[src/rtl/act_ingest_packer.sv]
// Packs a narrow valid/ready activation stream into full-width buffer words and writes
// them to consecutive (wrapping) word addresses of the activation buffer.
module act_ingest_packer #(
  parameter int unsigned extInterfaceWidth = 32,
  parameter int unsigned intInterfaceWidth = 256,
  parameter int unsigned dataSize          = 8,
  parameter int unsigned depth             = 1024,
  parameter int unsigned addrWidth         = 32
) (
  input  logic                         clk,
  input  logic                         rst,
  input  logic                         start_i,
  input  logic [addrWidth-1:0]         base_addr_i,
  input  logic [addrWidth-1:0]         num_words_i,
  input  logic [extInterfaceWidth-1:0] s_data_i,
  input  logic                         s_valid_i,
  input  logic                         s_last_i,
  output logic                         s_ready_o,
  output logic [intInterfaceWidth-1:0] m_wr_data_o,
  output logic [addrWidth-1:0]         m_wr_addr_o,
  output logic                         m_wr_en_o,
  input  logic                         m_ready_i,
  output logic                         busy_o,
  output logic                         done_o,
  output logic [addrWidth-1:0]         word_count_o
);

  localparam int unsigned BeatsPerWord = intInterfaceWidth / extInterfaceWidth;
  localparam int unsigned BeatIdxW     = (BeatsPerWord > 1) ? $clog2(BeatsPerWord) : 1;
  localparam int unsigned WordsTotal   = depth * dataSize / intInterfaceWidth;

  localparam logic [addrWidth-1:0] WordsTotalA = addrWidth'(WordsTotal);
  localparam logic [addrWidth-1:0] LastAddr    = addrWidth'(WordsTotal - 1);
  localparam logic [BeatIdxW-1:0]  LastBeat    = BeatIdxW'(BeatsPerWord - 1);

  localparam logic [1:0] StIdle = 2'd0;
  localparam logic [1:0] StFill = 2'd1;
  localparam logic [1:0] StEmit = 2'd2;
  localparam logic [1:0] StDone = 2'd3;

  logic [1:0]                   r_state,     w_state_d;
  logic [BeatIdxW-1:0]          r_beat_idx,  w_beat_idx_d;
  logic [intInterfaceWidth-1:0] r_pack,      w_pack_d;
  logic [addrWidth-1:0]         r_addr,      w_addr_d;
  logic [addrWidth-1:0]         r_count,     w_count_d;
  logic [addrWidth-1:0]         r_num,       w_num_d;
  logic                         r_last_seen, w_last_seen_d;

  logic                         w_accept;
  logic [addrWidth-1:0]         w_count_inc;

  assign w_accept    = s_valid_i & (r_state == StFill);
  assign w_count_inc = r_count + 1'b1;

  always_comb begin
    w_state_d     = r_state;
    w_beat_idx_d  = r_beat_idx;
    w_pack_d      = r_pack;
    w_addr_d      = r_addr;
    w_count_d     = r_count;
    w_num_d       = r_num;
    w_last_seen_d = r_last_seen;
    case (r_state)
      StIdle: begin
        if (start_i) begin
          w_count_d     = '0;
          w_addr_d      = base_addr_i % WordsTotalA;
          w_num_d       = num_words_i;
          w_last_seen_d = 1'b0;
          w_beat_idx_d  = '0;
          w_pack_d      = '0;
          w_state_d     = (num_words_i == '0) ? StDone : StFill;
        end
      end
      StFill: begin
        if (w_accept) begin
          for (int unsigned k = 0; k < BeatsPerWord; k++) begin
            if (r_beat_idx == BeatIdxW'(k)) begin
              w_pack_d[k*extInterfaceWidth +: extInterfaceWidth] = s_data_i;
            end
          end
          // An early last leaves the upper lanes at zero from the post-emit clear.
          if (r_beat_idx == LastBeat || s_last_i) begin
            w_state_d     = StEmit;
            w_beat_idx_d  = '0;
            w_last_seen_d = s_last_i;
          end else begin
            w_beat_idx_d = r_beat_idx + 1'b1;
          end
        end
      end
      StEmit: begin
        if (m_ready_i) begin
          w_count_d = w_count_inc;
          w_addr_d  = (r_addr == LastAddr) ? '0 : r_addr + 1'b1;
          w_pack_d  = '0;
          w_state_d = (w_count_inc == r_num || r_last_seen) ? StDone : StFill;
        end
      end
      StDone:  w_state_d = StIdle;
      default: w_state_d = StIdle;
    endcase
  end

  always_ff @(posedge clk or posedge rst) begin
    if (rst) begin
      r_state     <= StIdle;
      r_beat_idx  <= '0;
      r_pack      <= '0;
      r_addr      <= '0;
      r_count     <= '0;
      r_num       <= '0;
      r_last_seen <= 1'b0;
    end else begin
      r_state     <= w_state_d;
      r_beat_idx  <= w_beat_idx_d;
      r_pack      <= w_pack_d;
      r_addr      <= w_addr_d;
      r_count     <= w_count_d;
      r_num       <= w_num_d;
      r_last_seen <= w_last_seen_d;
    end
  end

  assign s_ready_o    = (r_state == StFill);
  assign m_wr_en_o    = (r_state == StEmit);
  assign busy_o       = (r_state == StFill) || (r_state == StEmit);
  assign done_o       = (r_state == StDone);
  assign m_wr_data_o  = r_pack;
  assign m_wr_addr_o  = r_addr;
  assign word_count_o = r_count;

endmodule

[config.mk]
export PLATFORM = sky130hd
export DESIGN_NAME = act_ingest_packer
export DESIGN_NICKNAME = d
export VERILOG_FILES = /design/src/rtl/act_ingest_packer.sv
export SDC_FILE = /design/constraint.sdc
export NUM_CORES = 1
export LEC_CHECK = 0
export BUFFER_PORTS_ARGS = -buffer_cell sky130_fd_sc_hd__buf_2
export CORE_ASPECT_RATIO = 1.5
export CORE_MARGIN = 1.5
export CORE_UTILIZATION = 45
export CTS_CLUSTER_DIAMETER = 30
export CTS_CLUSTER_SIZE = 25
export DETAILED_ROUTE_END_ITERATION = 8
export GPL_TIMING_DRIVEN = 0
export PLACE_DENSITY = 0.7
export SETUP_SLACK_MARGIN = 0.15
export SYNTH_ARGS = -nofsm -noshare
export SYNTH_HDL_FRONTEND = slang
export SYNTH_SLANG_ARGS = --single-unit
[constraint.sdc]
create_clock -name clk -period 37.3 [get_ports clk]
set_input_delay 5.595 -clock clk [delete_from_list [all_inputs] [get_ports clk]]
set_output_delay 5.595 -clock clk [all_outputs]
set_load 0.005 [all_outputs]
==> flow_summary.yaml <==
status:
  outcome: "completed"
finish:
  final_common_cell: "buf_2"
  areaGrowthSynthToFinish_pct: 29.9
  drive_above_1_share: 0.273
  final_util: 0.591
  finalInstanceArea_um2: 19700
  final_nets: 2096
  final_cells: 2451
  final_cell_mix: "buf_2 (407), nand2_1 (361), dfrtp_1 (358)"
synthesis:
  synth_edf_count: 0
  netlist_area_um2: 15100
  synthTopCellsByArea: "dfrtp_1 (59%), o21ai_0 (10%), nand2_1 (9.0%)"
  synth_top_cell_area_share: 0.592
  synthesis.instances: 1522
  yosys_register_bits: 358
  yosysUniqueCellTypes: 59
  avgSynthCellArea_um2: 9.94
  synth-async-reset-ratio: 1.00
  syn-num-nets: 1637
  synth_ff_type: "dfrtp_1"
  ys_seq_area_frac: 0.592
  ys_warn_count: 0
  synth_top_cell_by_area: "dfrtp_1"
worst_hold_path:
  hp-class: "flip-flop to flip-flop"
floorplan:
  die_area_um2: 34800
  ios: 426
  core_area_um2: 33200
  fp.dieW_um: 153
  initial_core_util: 0.455
  rows: 82
  fp.dieH_um: 228
clocking:
  htreeDepth: 2
  path_clk_slew_ns: 0.06
  ctsHoldBuffers: 0
  cts_made_buffers: 57
  clock_latency_ns: 0.58
  clock_sinks: 358
  cts_setup_buffers: 0
  root_buffer: "clkbuf_16"
  clk_path_buf_depth: 3
  cts_tree: "built"
  cts.repair.resized: 0
critical_path:
  crit_chain: "buf_2, nand2b_1, o211ai_1, nor4_1, and2_1, nand2_1, or3_1, a21oi_1"
  critPathCaptureType: "flip-flop"
  cp_max_fo: 7
  start_kind: "input port"
  slowest_stage: "nor4_1"
  critPathArrivalTime_ns: 7.82
  critPathKind: "input port to flip-flop"
  cp_slowest_stage_delay_ns: 0.63
  required_ns: 37.78
place:
  place_inst: 2342
  dpl_cell_area_um2: 17700
  dp_hpwl_um: 38100
  routabilityCongestion: 0.941
  port_buffers: 398
timing:
  min_period_over_period: 0.197
  relSlewSlack: 0.270
  worst_pin_slew_ns: 1.09
  finClkSkew_ns: 0.0251
  min_period_ns: 7.34
  setup_violations: 0
  tns_ns: 0
  final-hold-violation-count: 0
  final_max_slew_viol_count: 0
  fmax_mhz: 136
  rsz0062_at_grt: "no"
  holdWs_ns: 0.471
route:
  avgRoutedWirePerCell_um: 20.9
  vias_per_cell: 5.54
  drc: 0
  drtIter0Drc: 756
  wirelength_um: 51300
  detail-route-antenna-nets: 0
  vias: 13600
  first_pass_iters: 5
power_and_ir_drop:
  cellPowerDensity_nw_per_um2: 82.8
  peakVddDrop_mv: 0.0401
  p_leak_nw: 9.74
grt:
  first_global_vias: 13300
  antenna_found_initial: 5
  grt_start_max_net_pins: 133
  grt_pass1_wl_um: 77700
  grt_util_all_layers: 0.291
  overflow: 0
run:
  maxCapViolCount: 0
## worst paths after layout
path | startpoint | end | slack, ns | cells after the start
hold reg to reg | m_wr_data_o[77] | m_wr_data_o[77] | 0.47 | 2
setup reg to reg | word_count_o[4] | r_state[1] | 34.23 | 11
min in group asynchronous | rst | m_wr_data_o[16] | 5.18 | 2
max in group asynchronous | rst | m_wr_data_o[98] | 30.46 | 4
setup / recovery | start_i | m_wr_addr_o[30] | 29.96 | 8
hold / removal | m_wr_data_o[77] | m_wr_data_o[77] | 0.47 | 2
## through the flow
stage               power (mW)  setup slack, ns
floorplan                0.847            21.77
global placement          1.09            18.11
detailed placement        1.11            29.38
CTS                       1.64            29.99
global route              1.72            29.81
finish                    1.63            29.96
## cell usage after synthesis (3+ instances only)
| library cell | instances |
|---|---|
| and3_1 | 14 |
| a21oi_1 | 20 |
| a31oi_1 | 4 |
| nand4_1 | 30 |
| ha_1 | 13 |
| inv_1 | 19 |
| buf_1 | 3 |
| xor2_1 | 32 |
| or3_1 | 6 |
| nand2_1 | 361 |
| xnor2_1 | 36 |
| clkbuf_1 | 72 |
| o41ai_1 | 3 |
| a22o_1 | 7 |
| nor4_1 | 23 |
| and4_1 | 7 |
| o21ai_0 | 313 |
| nor4_2 | 3 |
| and2_1 | 5 |
| nor2_1 | 47 |
| o31ai_1 | 16 |
| buf_2 | 9 |
| mux2_2 | 33 |
| nor3_1 | 13 |
| o22ai_1 | 4 |
| nand3_1 | 25 |
| nor2b_1 | 4 |
| dfrtp_1 | 358 |
| nand2b_1 | 5 |
## state kept, by name (all words and copies together) (netlist names)
| name | flops |
|---|---|
| word_count_o | 32 |
| r_num | 32 |
| r_last_seen | 1 |
| r_state | 2 |
| m_wr_data_o | 256 |
| m_wr_addr_o | 32 |
| r_beat_idx | 3 |
## critical path: cells and delay by family
kind / cells / cell delay (ns)
compound gates: 2 / 0.45
buf+inv: 1 / 0.11
simple gates: 5 / 1.67
## cell type report
| type | count | area (um^2) |
|---|---|---|
| repair buffers | 400 | 2050 |
| fillers | 2891 | 13600 |
| clock buffers | 73 | 1610 |
| well taps | 420 | 526 |
| plain buffers | 84 | 327 |
| inverters | 19 | 78.8 |
| diodes | 4 | 10.0 |
| flip-flops and latches | 358 | 8960 |
| multi-input cells | 1061 | 5780 |
| clock inverters | 32 | 323 |
## where the power goes
group / total (mW) / switching (mW) / leakage, nW / internal, mW
Sequential: 0.543 / 0.0582 / 4.77 / 0.485
Combinational: 0.559 / 0.390 / 4.02 / 0.169
Clock: 0.525 / 0.192 / 0.943 / 0.333
Total: 1.63 / 0.639 / 9.74 / 0.987
## logic make-up (layout without fill, tap and decap cells)
kind of cell | Yosys count | after routing | synth area share
simple gates | 558 | 558 | 0.167
compound gates | 386 | 386 | 0.138
flops | 358 | 358 | 0.592
buf+inv | 103 | 608 | 0.0263
xor+xnor | 68 | 68 | 0.0394
mux | 36 | 36 | 0.0266
fa+ha+maj | 13 | 13 | 0.0107
other cells | 0 | 4 | 0
## routing by layer
layer	routed length [um]	global-route usage	vias to the layer above	part of all wire
met5	12	0	-	0.00023
met4	2730	0.164	2	0.053
met3	3130	0.0544	154	0.061
met2	26700	0.522	577	0.52
met1	18700	0.325	6637	0.37
li1	-	-	6210	-
Note: power is estimated with default switching activity, not from simulation.
